### config.mk
export PLATFORM = sky130hd
export DESIGN_NAME = rf_wb_arb_flat
export DESIGN_NICKNAME = d
export VERILOG_FILES = /design/src/rtl/rf_pkg.sv /design/src/rtl/rf_wb_arb_if.sv /design/src/rtl/rf_wb_fifo.sv /design/src/rtl/rf_wb_arb.sv /design/src/flat_wrapper.sv
export SDC_FILE = /design/constraint.sdc
export NUM_CORES = 1
export LEC_CHECK = 0
export CAP_MARGIN = 20
export CORE_ASPECT_RATIO = 0.6
export CORE_MARGIN = 2
export CORE_UTILIZATION = 43
export DETAILED_ROUTE_END_ITERATION = 16
export GPL_TIMING_DRIVEN = 1
export PLACE_DENSITY = 0.88
export SYNTH_ARGS = -nofsm -noshare
export SYNTH_HDL_FRONTEND = slang
export SYNTH_HIERARCHICAL = 1
export SYNTH_SLANG_ARGS = --single-unit
### constraint.sdc
create_clock -name clk -period 2.5 [get_ports clk]
set_input_delay 0.25 -clock clk [delete_from_list [all_inputs] [get_ports clk]]
set_output_delay 0.25 -clock clk [all_outputs]
set_load 0.1 [all_outputs]
### src/rtl/rf_pkg.sv
// Shared definitions for the register-file writeback arbiter.
// RF_ADDR_WIDTH / RF_DATA_WIDTH : default address and data widths.
// wb_req_t                      : one buffered writeback request {addr, data}.
package rf_pkg;

   localparam int RF_ADDR_WIDTH = 4;
   localparam int RF_DATA_WIDTH = 32;

   typedef struct packed {
      logic [RF_ADDR_WIDTH-1:0] addr;
      logic [RF_DATA_WIDTH-1:0] data;
   } wb_req_t;

endpackage

### src/rtl/rf_wb_arb_if.sv
// Writeback request bus from the two producers (A = ALU, B = LSU).
// Ports:
//   iAValid/iAAddr/iAData, iBValid/iBAddr/iBData : requests from the sources
//   oAReady/oBReady                              : per-source FIFO not full
// Modports: master = producer side, slave = arbiter side.
interface rf_wb_arb_if
   import rf_pkg::*;
#(
   parameter int ADDR_WIDTH = RF_ADDR_WIDTH,
   parameter int DATA_WIDTH = RF_DATA_WIDTH
);

   logic                  iAValid;
   logic [ADDR_WIDTH-1:0] iAAddr;
   logic [DATA_WIDTH-1:0] iAData;
   logic                  oAReady;
   logic                  iBValid;
   logic [ADDR_WIDTH-1:0] iBAddr;
   logic [DATA_WIDTH-1:0] iBData;
   logic                  oBReady;

   modport master (
      output iAValid, iAAddr, iAData, iBValid, iBAddr, iBData,
      input  oAReady, oBReady
   );

   modport slave (
      input  iAValid, iAAddr, iAData, iBValid, iBAddr, iBData,
      output oAReady, oBReady
   );

endinterface

### src/rtl/rf_wb_fifo.sv
// Two-entry in-order FIFO holding writeback requests for one source.
// Ports:
//   clk, rstn   : clock, asynchronous active-low reset
//   push_valid  : source request; accepted when push_valid && ready
//   push_data   : request payload
//   ready       : registered "count < 2"; low during reset
//   pop         : arbiter grant, removes the head entry
//   head        : oldest entry
//   head_valid  : FIFO not empty
module rf_wb_fifo
   import rf_pkg::*;
#(
   parameter type T = wb_req_t
) (
   input  logic clk,
   input  logic rstn,
   input  logic push_valid,
   input  T     push_data,
   output logic ready,
   input  logic pop,
   output T     head,
   output logic head_valid
);

   T           mem [2];
   logic [1:0] cnt;
   logic [1:0] cnt_nxt;
   logic       wptr;
   logic       rptr;
   logic       push;
   logic       pop_ok;

   // ready is registered, so a full FIFO never accepts even if it pops
   // on the same edge.
   assign push       = push_valid && ready;
   assign pop_ok     = pop && (cnt != 2'd0);
   assign head       = mem[rptr];
   assign head_valid = (cnt != 2'd0);

   always_comb begin
      cnt_nxt = cnt;
      if (push && !pop_ok)
         cnt_nxt = cnt + 2'd1;
      else if (!push && pop_ok)
         cnt_nxt = cnt - 2'd1;
   end

   always_ff @(posedge clk or negedge rstn) begin
      if (!rstn) begin
         cnt   <= 2'd0;
         wptr  <= 1'b0;
         rptr  <= 1'b0;
         ready <= 1'b0;
      end else begin
         cnt   <= cnt_nxt;
         wptr  <= wptr ^ push;
         rptr  <= rptr ^ pop_ok;
         ready <= (cnt_nxt != 2'd2);
      end
   end

   always_ff @(posedge clk) begin
      if (push)
         mem[wptr] <= push_data;
   end

endmodule

### src/rtl/rf_wb_arb.sv
// Register-file writeback arbiter: two buffered sources, round-robin
// grant, one registered RF write port, register 0 hardwired to zero.
// Ports:
//   clk, rstn                  : clock, asynchronous active-low reset
//   bus (rf_wb_arb_if.slave)   : A/B writeback requests and readies
//   iStall                     : suppresses all grants while high
//   oWrEn/oWrAddr/oWrData      : registered RF write port
//   iRdAddrA/B, iRfDataA/B     : RF read addresses and raw RF read data
//   oRdDataA/B                 : read data delivered to decode
// Build option: define RF_WB_FWD_EN to bypass the write in flight onto
// the read ports when the addresses match.
module rf_wb_arb
   import rf_pkg::*;
#(
   parameter int ADDR_WIDTH = RF_ADDR_WIDTH,
   parameter int DATA_WIDTH = RF_DATA_WIDTH
) (
   input  logic                  clk,
   input  logic                  rstn,
   rf_wb_arb_if.slave            bus,
   input  logic                  iStall,
   output logic                  oWrEn,
   output logic [ADDR_WIDTH-1:0] oWrAddr,
   output logic [DATA_WIDTH-1:0] oWrData,
   input  logic [ADDR_WIDTH-1:0] iRdAddrA,
   input  logic [ADDR_WIDTH-1:0] iRdAddrB,
   input  logic [DATA_WIDTH-1:0] iRfDataA,
   input  logic [DATA_WIDTH-1:0] iRfDataB,
   output logic [DATA_WIDTH-1:0] oRdDataA,
   output logic [DATA_WIDTH-1:0] oRdDataB
);

   typedef struct packed {
      logic [ADDR_WIDTH-1:0] addr;
      logic [DATA_WIDTH-1:0] data;
   } req_t;

   localparam logic RR_A = 1'b0;
   localparam logic RR_B = 1'b1;

   req_t a_head_p0;
   req_t b_head_p0;
   req_t sel_p0;
   logic a_vld_p0;
   logic b_vld_p0;
   logic gnt_a_p0;
   logic gnt_b_p0;
   logic gnt_p0;
   logic rr_ptr;

   rf_wb_fifo #(.T(req_t)) u_fifo_a (
      .clk        (clk),
      .rstn       (rstn),
      .push_valid (bus.iAValid),
      .push_data  ({bus.iAAddr, bus.iAData}),
      .ready      (bus.oAReady),
      .pop        (gnt_a_p0),
      .head       (a_head_p0),
      .head_valid (a_vld_p0)
   );

   rf_wb_fifo #(.T(req_t)) u_fifo_b (
      .clk        (clk),
      .rstn       (rstn),
      .push_valid (bus.iBValid),
      .push_data  ({bus.iBAddr, bus.iBData}),
      .ready      (bus.oBReady),
      .pop        (gnt_b_p0),
      .head       (b_head_p0),
      .head_valid (b_vld_p0)
   );

   // ---- p0: FIFO heads, grant decision ----
   // A lone valid head always wins; with both valid, rr_ptr decides.
   assign gnt_a_p0 = !iStall && a_vld_p0 && (!b_vld_p0 || (rr_ptr == RR_A));
   assign gnt_b_p0 = !iStall && b_vld_p0 && (!a_vld_p0 || (rr_ptr == RR_B));
   assign gnt_p0   = gnt_a_p0 || gnt_b_p0;
   assign sel_p0   = gnt_b_p0 ? b_head_p0 : a_head_p0;

   always_ff @(posedge clk or negedge rstn) begin
      if (!rstn)
         rr_ptr <= RR_A;
      else if (gnt_a_p0)
         rr_ptr <= RR_B;
      else if (gnt_b_p0)
         rr_ptr <= RR_A;
   end

   // ---- p1: registered RF write port ----
   // Address-0 entries are popped but never written; the port holds its
   // last real write whenever nothing is written.
   always_ff @(posedge clk or negedge rstn) begin
      if (!rstn) begin
         oWrEn   <= 1'b0;
         oWrAddr <= '0;
         oWrData <= '0;
      end else begin
         oWrEn <= gnt_p0 && (sel_p0.addr != '0);
         if (gnt_p0 && (sel_p0.addr != '0)) begin
            oWrAddr <= sel_p0.addr;
            oWrData <= sel_p0.data;
         end
      end
   end

   // Read ports: register 0 reads as zero; optional bypass of the write
   // currently on the RF write port.
   always_comb begin
      oRdDataA = iRfDataA;
      oRdDataB = iRfDataB;
`ifdef RF_WB_FWD_EN
      if (oWrEn && (oWrAddr == iRdAddrA))
         oRdDataA = oWrData;
      if (oWrEn && (oWrAddr == iRdAddrB))
         oRdDataB = oWrData;
`endif
      if (iRdAddrA == '0)
         oRdDataA = '0;
      if (iRdAddrB == '0)
         oRdDataB = '0;
   end

endmodule

### src/flat_wrapper.sv
// flat-port wrapper written by rule: the top's interface ports become plain ports
module rf_wb_arb_flat import rf_pkg::*;
#(
   parameter int ADDR_WIDTH = RF_ADDR_WIDTH,
   parameter int DATA_WIDTH = RF_DATA_WIDTH
)
  (clk, rstn, iStall, oWrEn, oWrAddr, oWrData, iRdAddrA, iRdAddrB, iRfDataA, iRfDataB, oRdDataA, oRdDataB, bus_iAValid, bus_iAAddr, bus_iAData, bus_iBValid, bus_iBAddr, bus_iBData, bus_oAReady, bus_oBReady);
  rf_wb_arb_if #(.ADDR_WIDTH(ADDR_WIDTH), .DATA_WIDTH(DATA_WIDTH)) bus_i ();
  input  logic clk;
  input  logic rstn;
  input  logic iStall;
  output logic oWrEn;
  output logic [ADDR_WIDTH-1:0] oWrAddr;
  output logic [DATA_WIDTH-1:0] oWrData;
  input  logic [ADDR_WIDTH-1:0] iRdAddrA;
  input  logic [ADDR_WIDTH-1:0] iRdAddrB;
  input  logic [DATA_WIDTH-1:0] iRfDataA;
  input  logic [DATA_WIDTH-1:0] iRfDataB;
  output logic [DATA_WIDTH-1:0] oRdDataA;
  output logic [DATA_WIDTH-1:0] oRdDataB;
  input wire logic [$bits(bus_i.iAValid)-1:0] bus_iAValid;
  input wire logic [$bits(bus_i.iAAddr)-1:0] bus_iAAddr;
  input wire logic [$bits(bus_i.iAData)-1:0] bus_iAData;
  input wire logic [$bits(bus_i.iBValid)-1:0] bus_iBValid;
  input wire logic [$bits(bus_i.iBAddr)-1:0] bus_iBAddr;
  input wire logic [$bits(bus_i.iBData)-1:0] bus_iBData;
  output wire logic [$bits(bus_i.oAReady)-1:0] bus_oAReady;
  output wire logic [$bits(bus_i.oBReady)-1:0] bus_oBReady;
  assign bus_i.iAValid = bus_iAValid;
  assign bus_i.iAAddr = bus_iAAddr;
  assign bus_i.iAData = bus_iAData;
  assign bus_i.iBValid = bus_iBValid;
  assign bus_i.iBAddr = bus_iBAddr;
  assign bus_i.iBData = bus_iBData;
  assign bus_oAReady = bus_i.oAReady;
  assign bus_oBReady = bus_i.oBReady;
  rf_wb_arb #(.ADDR_WIDTH(ADDR_WIDTH), .DATA_WIDTH(DATA_WIDTH)) u_core (.clk(clk), .rstn(rstn), .bus(bus_i), .iStall(iStall), .oWrEn(oWrEn), .oWrAddr(oWrAddr), .oWrData(oWrData), .iRdAddrA(iRdAddrA), .iRdAddrB(iRdAddrB), .iRfDataA(iRfDataA), .iRfDataB(iRfDataB), .oRdDataA(oRdDataA), .oRdDataB(oRdDataB));
endmodule
=== Word level (Yosys, flattened, before mapping) ===
Memories as Yosys holds them, arrays and structs flattened.
Index checks and enable logic that the tools add are counted.

* Register bits: 48
* RAM bits: 144
* Input bits: 149
* Output and inout bits: 103
* Logic and storage cells: 67
* Memories: 2

{| class="wikitable"
|+ Memory list
! name !! words !! width !! rd ports !! clocked after Yosys merged registers in !! wr ports !! RTL line !! text
|-
| u_core.u_fifo_a.mem || 2 || 36 || 1 || 0 || 1 || rf_wb_fifo.sv:25 || <nowiki>T mem [2];</nowiki>
|-
| u_core.u_fifo_b.mem || 2 || 36 || 1 || 0 || 1 || rf_wb_fifo.sv:25 ||
|}

* Add/sub/neg operators: 4
* Eq/ne operators: 2
* Muxes and demuxes: 13
* Bitwise logic cells: 5
* Reduce and logical (&&, ||, !) cells: 29

{| class="wikitable"
|+ Operators by type and width
! kind !! count
|-
| $mux 32 || 2
|-
| $mux 36 || 1
|-
| $logic_and 1x1->1 || 13
|-
| $logic_not 4->1 || 2
|-
| $mux 2 || 4
|-
| $logic_not 1->1 || 7
|-
| $mux 1 || 6
|-
| $reduce_bool 2->1 || 3
|-
| $add 2x1->2 const B || 2
|-
| $ne 2x2->1 const B || 2
|-
| $reduce_bool 4->1 || 1
|-
| $sub 2x1->2 const B || 2
|-
| $xor 1x1->1 || 4
|-
| $logic_or 1x1->1 || 3
|-
| $not 1->1 || 1
|}

=== Depth between registers and ports, before layout ===
Gate-level depths: netlist of run 1.

* Word-level depth: 9
* Gate-level depth with buffers: 12
* Mapped depth without buffers: 9

=== Cells and area by module ===
Netlist of run 1, hierarchy kept.

{| class="wikitable"
|+ By module, submodules not included
! module !! times used !! cells an instance !! area each (sq um) !! seq. area each (sq um)
|-
| rf_wb_fifo || 2 || 141 || 2935.3 || 2287.2
|-
| rf_wb_arb || 1 || 206 || 2349.8 || 950.9
|}

=== Worst setup path before layout of run 1 ===
Ideal clock, no wire load.

* Kind: reg-to-reg
* Start point: register u_core.u_fifo_a.ready
* End point: memory u_core/u_fifo_a/mem[1][0] in the netlist's numbering, enable pin
* Library setup time: 0.397 ns
* Data arrival time: 2.240 ns
* Required time: 2.103 ns
* Path slack: -0.137 ns
* Stages on the path, launching flop included: 4
* Path buffers: 1
* Clock period less this slack: 2.637 ns
* Cells stage by stage: dfrtp_1 and2_4 buf_6 ha_1

* Word-level cells in the longest chain between the ends: 3

{| class="wikitable"
|+ Ends and longest elaborated chain
! what !! RTL line !! text
|-
| start, declared || rf_wb_fifo.sv:19 || <nowiki>output logic ready,</nowiki>
|-
| start signal, assigned || rf_wb_fifo.sv:58 || <nowiki>ready <= (cnt_nxt != 2'd2);</nowiki>
|-
| $logic_and 1x1->1 || rf_wb_fifo.sv:35 || <nowiki>assign push = push_valid && ready;</nowiki>
|-
| $mux 1 || rf_wb_fifo.sv:63 || <nowiki>if (push)</nowiki>
|-
| $mux 1 (implied by the code) || rf_wb_fifo.sv:64 || <nowiki>mem[wptr] <= push_data;</nowiki>
|-
| end, declared || rf_wb_fifo.sv:25 ||
|}

No other way between the ends.

==> results of run 1 <==
## power by group
| group | total [mW] | switching, mW | leakage [nW] | internal (mW) |
|---|---|---|---|---|
| combinational | 7.08 | 4.65 | 2.43 | 2.43 |
| sequential | 4.79 | 0.372 | 1.90 | 4.42 |
| clock | 2.74 | 1.15 | 0.283 | 1.59 |
| total | 14.6 | 6.17 | 4.61 | 8.44 |
## state kept, by name, summed over array words and instances, names as in the netlist
| register | cells |
|---|---|
| u_core/u_fifo_a/rptr | 1 |
| u_core/u_fifo_a/mem | 72 |
| u_core/u_fifo_b/rptr | 1 |
| u_core/u_fifo_a/cnt | 2 |
| u_core/u_fifo_a/wptr | 1 |
| u_core/oWrData | 32 |
| u_core/oWrAddr | 4 |
| u_core/u_fifo_b/wptr | 1 |
| u_core/oWrEn | 1 |
| u_core/rr_ptr | 1 |
| u_core/u_fifo_b/mem | 72 |
| u_core/u_fifo_b/cnt | 2 |
| u_core/u_fifo_a/ready | 1 |
| u_core/u_fifo_b/ready | 1 |
## layer usage
| metal | vias to the layer above | part of all wire, % | GRT usage [%] |
|---|---|---|---|
| met1 | 2468 | 47 | 28.2 |
| met4 | 0 | 0.82 | 3.76 |
| li1 | 2331 | - | - |
| met5 | - | 0 | 0 |
| met3 | 20 | 4.9 | 5.12 |
| met2 | 114 | 47 | 30.6 |
## cells in the mapped netlist
master     count
a2111oi_4      1
a211oi_2       2
a21boi_0       1
a21oi_1        4
a22oi_1        3
and2_1         1
and2_4         2
and4_4         2
buf_6         16
clkbuf_1       9
dfrtp_1       48
edfxtp_1     144
ha_1           6
inv_1         14
mux2_1        36
mux2_2       102
nand2_1        1
nand2b_1       2
nand2b_4       3
nor2_1         3
nor2b_1       65
nor3b_1        1
nor4_1         5
o21ai_0        5
o22ai_1        3
o2bb2ai_1      2
or4_1          1
xnor2_1        4
xor2_2         2
## worst max-delay path by stage
stage | from | end | slack (ns) | cells past startpoint
6_report | u_core/u_fifo_b/rptr$_DFF_PN0_ | u_core/oWrData[30]$_DFFE_PN0P_ | 0.07 | 6
5_1_grt | u_core/u_fifo_b/rptr$_DFF_PN0_ | u_core/oWrData[13]$_DFFE_PN0P_ | -0.0003 | 6
4_1_cts | u_core/u_fifo_b/rptr$_DFF_PN0_ | u_core/oWrData[8]$_DFFE_PN0P_ | 0.04 | 6
3_5_place_dp | u_core/u_fifo_b/rptr$_DFF_PN0_ | u_core/oWrData[8]$_DFFE_PN0P_ | 0.05 | 6
3_3_place_gp | u_core/u_fifo_b/rptr$_DFF_PN0_ | u_core/oWrData[30]$_DFFE_PN0P_ | 0.09 | 6
2_1_floorplan | u_core/u_fifo_a/ready$_DFF_PN0_ | u_core/u_fifo_a/mem[1][0]$_DFFE_PP_ | -0.14 | 3
## critical path, stage by stage (launching register included)
cell       delay, ns
dfrtp_2         0.45
mux2_2          0.37
or4_1           0.57
nor3b_2         0.28
a2111oi_4       0.10
buf_12          0.21
mux2_1          0.32
## area by class of cell
cell class / count / share of cell area, %
multi-input cells: 257 / 20.2
flip-flops and latches: 192 / 45.4
clock buffers: 21 / 3.62
clock inverters: 11 / 1.29
inverters: 14 / 0.431
well taps: 246 / 2.53
repair buffers: 274 / 26.6
## cell families (layout without fill, tap and decap cells)
group           after synthesis  in the layout
compound gates               21             21
xor+xnor                      6              6
fa+ha+maj                     6              6
buf+inv                      39            320
flops                       192            192
mux                         138            138
simple gates                 86             86
## stage by stage
| stage | total power [mW] | hold WS, ns |
|---|---|---|
| 3_5_place_dp | 12.0 | 0.270 |
| 2_1_floorplan | 10.1 | -0.0456 |
| 3_3_place_gp | 11.8 | 0.271 |
| 4_1_cts | 14.7 | 0.348 |
| 6_report | 14.6 | 0.360 |
| 5_1_grt | 15.2 | 0.385 |
## timing repair
action,CTS,global route
endpoints found under the setup margin,0,10
gates resized for setup,0,1
hold endpoints to repair,20,0
hold buffers,1,0
==> results.yml, run 1 <==
layout:
  drive_above_1_share_pct: 36.2
  seqCellArea_sq_um: 5530
  multi_input_area_sq_um: 2460
  layout_commonest_cell: "clkdlybuf4s50_1"
  finish.instance_area_sq_um: 12200
  final_cell_mix: "clkdlybuf4s50_1, edfxtp_1, mux2_2"
  antenna_cells: 0
  area_growth_pct: 48.2
  fin_cells: 1015
  final_util_pct: 64.5
  fin_nets: 911
  fill_cells: 1341
clocking:
  clk_latency_ns: 0.42
  tritoncts: "built"
  htreeDepth: 4
  cts_setup_buffers: 0
  cts_buffers: 17
  cts.path.max_buffers: 2
  cts.clk_slew.worst_paths_ns: 0.07
  numClockSinks: 192
  clockRootBuffer: "clkbuf_16"
global_routing:
  grt_start_max_net_pins: 37
  grt_pass1_wl_mm: 29.7
  grt-ovfl-total: 0
  grt_pass1_vias: 5157
  track_usage_pct: 19.7
  antenna_found_initial: 0
logic_synthesis:
  synth_compound_area_share_pct: 1.99
  synth_top_family_by_area: "multiplexers"
  yosys.area.top_type: "edfxtp_1"
  syn_nets: 643
  yosysTopAreaCellShare_pct: 52.6
  synthMuxAreaShare_pct: 18.9
  yosys.area_share.simple_pct: 6.91
  yosysWarnings: 6
  yosys.area_share.adder_pct: 0.913
  synth_area_per_cell_sq_um: 16.8
  ys_ff_latch: 192
  synth_area_leaders: "edfxtp_1, dfrtp_1, mux2_2"
  synth_cells: 488
  synth_area_sq_um: 8220
  synth_cell_type_count: 29
  yosysSeqAreaShare_pct: 67.2
  synthXorXnorAreaFrac_pct: 0.822
routing:
  wl_per_cell_um: 19.5
  dr.first_iter.drc_count: 266
  via_per_inst: 4.86
  ant_nets: 0
  post-route-drc-count: 0
  firstDrtPassIters: 4
  drt_wl_total_mm: 19.8
  vias: 4933
setup_path:
  cp_max_fo: 27
  cp-start-kind: "flip-flop"
  r2r-end: "u_core/oWrData[30]$_DFFE_PN0P_"
  required_ns: 2.80
  r2r_slack_ns: 0.07
  endpoint_kind: "flip-flop"
  reg2reg_depth: 6
  arrival_ns: 2.73
  path_class: "reg2reg"
  reg2reg_from: "u_core/u_fifo_b/rptr$_DFF_PN0_"
sta:
  clock_skew_ns: 0.0106
  setup_ws_ns: 0.0670
  relSlewSlack_pct: 58.9
  drv_slew: 0
  worst_pin_slew_ns: 0.611
  setup_viol: 0
  max_clock_freq_mhz: 411
  hold_viol: 0
  period_needed_ns: 2.43
  fin_setup_tns_ns: 0
  finalCritPeriodShare_pct: 97.3
floorplanning:
  pin_count: 252
  start_util_pct: 43.5
  die_h_um: 111
  dieWidth_um: 183
  dieArea_sq_um: 20300
  core.rowCount: 39
  coreArea_sq_um: 18900
power_and_ir_drop:
  power_density_nw_per_um2: 1200
  ir_worst_vdd_mv: 0.901
  p_leak_nw: 4.61
placed_design:
  placed_area_sq_um: 11600
  dp_hpwl_mm: 14.5
  portBuffers: 251
  place_ws_ns: 0.0529
  finalWeightedCongestion: 0.849
  dp.cells: 982
job:
  drv_cap: 0
worst_hold_path:
  holdCritPathClass: "in2async"
outcome:
  run_status: "completed"
Power figures use the tool's default switching activity.
==> run 2, diff against run 1 <==
Settings changed: REMOVE_ABC_BUFFERS set to 1.
Clock period 2.5 ns to 1.95 ns, I/O delays scaled along.
==> run 2 against run 1 <==
  * The run now ends with setup timing left
  * Worst hold slack worse by 0.045 ns
  * Die area unchanged
  * Count of clock-buffer cells in the layout down 2
  * Combinational power up 41%
  * Total power up 36%
  * Sequential cell count unchanged
  * Via count up 4.3%
  * Utilization up 2.6 points
  * Critical path depth up 1
  * Sequential share of layout area down 1.7 points
  * Final area up 4.0%
  * First-iteration DRC count up 53%
  * Largest cell class unchanged
  * Highest routed layer unchanged
==> results.yml, run 2 (same netlist as run 1, synthesis figures left out) <==
sta:
  relSlewSlack_pct: 58.0
  hold_viol: 0
  setup_ws_ns: -0.354
  clock_skew_ns: 0.0112
  drv_slew: 0
  worst_pin_slew_ns: 0.630
  max_clock_freq_mhz: 434
  whs_ns: 0.315
  finalCritPeriodShare_pct: 118
  rsz0062_at_grt: "true"
  period_needed_ns: 2.30
  fin_setup_tns_ns: -11.06
  setup_viol: 37
floorplanning:
  core.rowCount: 39
  pin_count: 252
  start_util_pct: 43.5
  dieArea_sq_um: 20300
  die_h_um: 111
  coreArea_sq_um: 18900
  dieWidth_um: 183
global_routing:
  grt_start_max_net_pins: 35
  grt_pass1_wl_mm: 31.8
  track_usage_pct: 21.3
  antenna_found_initial: 1
  grt-ovfl-total: 0
  grt_pass1_vias: 5384
placed_design:
  dp_hpwl_mm: 15.4
  portBuffers: 251
  finalWeightedCongestion: 0.793
  place_ws_ns: -0.405
  placed_area_sq_um: 11800
routing:
  wl_per_cell_um: 20.7
  vias: 5147
  dr.first_iter.drc_count: 407
  firstDrtPassIters: 4
  post-route-drc-count: 0
  ant_nets: 0
  drt_wl_total_mm: 21.5
  via_per_inst: 4.96
power_and_ir_drop:
  p_clk_share_pct: 18.3
  p_leak_nw: 4.86
  power_frac_seq_pct: 31.2
  ir_worst_vdd_mv: 1.62
  intPower_mw: 11.5
  power_density_nw_per_um2: 1570
  swShare_pct: 42.2
  switchingPower_mw: 8.37
  power_frac_comb_pct: 50.5
outcome:
  violations: "setup timing"
  run_status: "finished with violations"
setup_path:
  arrival_ns: 2.60
  path_class: "reg2reg"
  cp-start-kind: "flip-flop"
  reg2reg_from: "u_core/u_fifo_b/rptr$_DFF_PN0_"
  endpoint_kind: "flip-flop"
  r2r-end: "u_core/oWrData[13]$_DFFE_PN0P_"
  r2r_slack_ns: -0.35
  reg2reg_depth: 7
  required_ns: 2.25
  cp_max_fo: 14
clocking:
  htreeDepth: 4
  numClockSinks: 192
  clk_latency_ns: 0.42
  cts.clk_slew.worst_paths_ns: 0.07
  clockRootBuffer: "clkbuf_16"
  cts_buffers: 17
  tritoncts: "built"
  cts.path.max_buffers: 2
layout:
  layout_commonest_cell: "clkdlybuf4s50_1"
  seqCellArea_sq_um: 5530
  fin_nets: 933
  area_growth_pct: 54.1
  final_cell_mix: "clkdlybuf4s50_1, edfxtp_1, mux2_2"
  multi_input_area_sq_um: 2530
  finish.instance_area_sq_um: 12700
  drive_above_1_share_pct: 40.6
  reg.largest.list: "u_core/u_fifo_a/mem (72), u_core/u_fifo_b/mem (72), u_core/oWrData (32)"
  fill_cells: 1237
  final_util_pct: 67.1
job:
  drv_cap: 0
worst_hold_path:
  holdCritPathClass: "in2async"
==> run 2: worst max-delay path: stages (launching register included) <==
cell	delay [ns]
dfrtp_2	0.46
mux2_4	0.32
or4_4	0.53
nor3b_2	0.16
buf_4	0.14
a2111oi_4	0.05
buf_12	0.20
mux2_4	0.30
==> run 2: cell type report <==
type / count / area share, %
Sequential cell: 192 / 43.6
Tap cell: 246 / 2.43
Antenna cell: 1 / 0.0198
Timing Repair Buffer: 296 / 28.6
Clock inverter: 13 / 1.30
Inverter: 14 / 0.415
Clock buffer: 19 / 3.58
Multi-Input combinational cell: 257 / 20.0
==> run 2: through the flow <==
| stage | power (mW) | instances |
|---|---|---|
| 6_report | 19.8 | 1038 |
| 4_1_cts | 19.7 | 1034 |
| 2_1_floorplan | 12.7 | 463 |
| 5_1_grt | 20.6 | 1037 |
| 3_3_place_gp | 15.5 | 997 |
| 3_5_place_dp | 15.7 | 997 |
==> run 2: how the worst max path moves through the flow <==
stage | start | endpoint | depth (start not counted)
CTS | u_core/u_fifo_b/rptr$_DFF_PN0_ | u_core/oWrData[13]$_DFFE_PN0P_ | 7
finish | u_core/u_fifo_b/rptr$_DFF_PN0_ | u_core/oWrData[13]$_DFFE_PN0P_ | 7
detailed placement | u_core/u_fifo_b/rptr$_DFF_PN0_ | u_core/oWrData[4]$_DFFE_PN0P_ | 7
global route | u_core/u_fifo_b/rptr$_DFF_PN0_ | u_core/oWrData[13]$_DFFE_PN0P_ | 7
floorplan | iRdAddrA[0] | oRdDataA[0] | 2
global placement | u_core/u_fifo_b/rptr$_DFF_PN0_ | u_core/oWrData[22]$_DFFE_PN0P_ | 7
==> run 2: repair_timing <==
item,in CTS,in global routing
resized for setup,20,12
setup endpoints to repair,41,42
hold endpoints to repair,22,0
hold buffers,1,0
cloned,2,1
pin swaps,1,1
setup buffers,2,2
==> run 2: power groups by stage <==
stage	clock, mW	sequential, mW	combinational [mW]
after CTS	3.68	6.19	9.85
after floorplan	0	9.22	3.43
final	3.62	6.19	10.0
after detailed placement	0	6.25	9.45
after global routing	3.88	6.29	10.4
after global placement	0	6.19	9.26
==> run 2: per-layer routing <==
layer  up-vias  track usage, %  part of all wire [%]
li1       2387               -                     -
met1      2564            29.6                    45
met2       188            34.5                    48
met3         8            5.29                   6.5
met4         0            4.14                  0.41
met5         -               0                     0
==> edit (settings of run 1) <==
Build with the macro `RF_WB_FWD_EN` defined.
--- a/src/rtl/rf_wb_arb.sv
+++ b/src/rtl/rf_wb_arb.sv
@@ -11,2 +11,4 @@
 // the read ports when the addresses match.
+`define RF_WB_FWD_EN
+
 module rf_wb_arb
Formal check against the unedited RTL: not equivalent (Yosys sat finds a counterexample within 4 cycles, from zero or initial values and one cycle with rstn low).
==> edit against run 1 <==
Final cell count grew 20%. Area after synthesis rose by 12%. Worst setup slack got worse by 29 ps. Design area is 16% higher. Via count grew 40%. Wire length up 51%. Power increased by 24%. Sequential cell count did not move. Largest cell class unchanged.
==> edit: results (changes against run 1) <==
| Metric | Value |
|---|---|
| Count of multi-input gates | 401 (was 257) |
| Critical Path Fanout Max | 17 (was 27) |
| Cells after Synth | 662 (was 488) |
| Maximum vdd ir drop | 0.879 mV (was 0.901 mV) |
| Initial antenna violation count | 1 (was 0) |
| Met3 WL | 2.86 mm (was 972 µm) |
| Status | completed (unchanged) |
| Worst-Skew Late Latency | 440 ps (was 420 ps) |
| Sequential fraction of the synthesis area | 0.602 (was 0.672) |
| DR vias | 6,901 (was 4,933) |
| Clock Buffer Count | 17 (was 21) |
| Clock Skew | 13.3 ps (was 10.6 ps) |
| NonClk Buf Share | 0.251 (was 0.266) |
| WL per Instance | 24.5 µm (was 19.5 µm) |
| Hold crit path type | in2reg (was in2async) |
| Placer Congestion | 0.831 (was 0.849) |
| Global-route wire length before repair | 42.9 mm (was 29.7 mm) |
| CP delay by family, top | flip-flops (was simple AND/OR/NAND/NOR gates) |
| Filler instances | 1,401 (was 1,341) |
| Clk cell area share | 0.0429 (was 0.0491) |
| XOR/XNOR share of the synthesized area | 0.0150 (was 0.00822) |
| Initial drt markers | 519 (was 266) |
| Vias in the first global route | 7,205 (was 5,157) |
| DP Area | 13,400 µm² (was 11,600 µm²) |
| Synth Area in Compound Gates | 0.107 (was 0.0199) |
| Final Non-Filler Cells | 1,220 (was 1,015) |
| Post-synthesis mux area share | 0.167 (was 0.189) |
| DRT met1 WL | 12.5 mm (was 9.38 mm) |
| Post-Synth Adder-Cell Area | 0.00818 (was 0.00913) |
| Setup repair bufs after CTS | 4 (was 0) |
| Slew @ Worst Pin | 675 ps (was 611 ps) |
## edit: changes by cell type after synthesis, moves of 3 or more
cell             run 1  this run
a21boi_0             1        65
buf_1                0         3
xnor2_1              4        12
nor2b_1             65         1
nand3_1              0        66
clkbuf_1             9        34
o21ai_0              5        69
## edit: path summary, 6_finish.rpt
path,cells past startpoint,endpoint,slack [ps],startpoint
worst max-delay path,6,oRdDataB[17],40,u_core/oWrAddr[3]$_DFFE_PN0P_
worst min-delay path,1,u_core/u_fifo_b/mem[0][20]$_DFFE_PP_,390,bus_iBData[20]
worst max register to register,6,u_core/oWrData[7]$_DFFE_PN0P_,100,u_core/u_fifo_b/rptr$_DFF_PN0_
worst min register to register,2,u_core/u_fifo_a/cnt[1]$_DFF_PN0_,550,u_core/u_fifo_a/cnt[1]$_DFF_PN0_
max in group asynchronous,3,u_core/oWrAddr[0]$_DFFE_PN0P_,1500,rstn
min in group asynchronous,2,u_core/u_fifo_b/cnt[0]$_DFF_PN0_,400,rstn
## edit: worst reg2reg max path, cell delays in order, from the launching register on
cell	delay [ps]
dfrtp_2	470
mux2_4	340
or4_4	560
nor3b_4	250
a2111oi_4	90
buf_4	220
mux2_1	340
## edit: cells by family (layout without fill, tap and decap cells)
group	after synthesis	in the layout
buffers and inverters	69	348
and+or+nand+nor	94	94
adders and majority gates	6	6
AOI/OAI and AO/OA	151	151
xor gates and xnor gates	14	14
muxes	136	136
DFF	192	192
## edit: metal layers
metal  GRT usage  vias to the layer above
met1       0.344                     3465
met3      0.0826                       36
met4      0.0763                        2
met5           0                        -
met2       0.430                      378
li1            -                     3020
## edit: power by group
group          switching (mW)  internal (mW)  leakage, nW
clock network            1.24           1.59        0.282
logic                    6.69           3.52         3.39
registers               0.672           4.44         1.89
total                    8.60           9.55         5.56
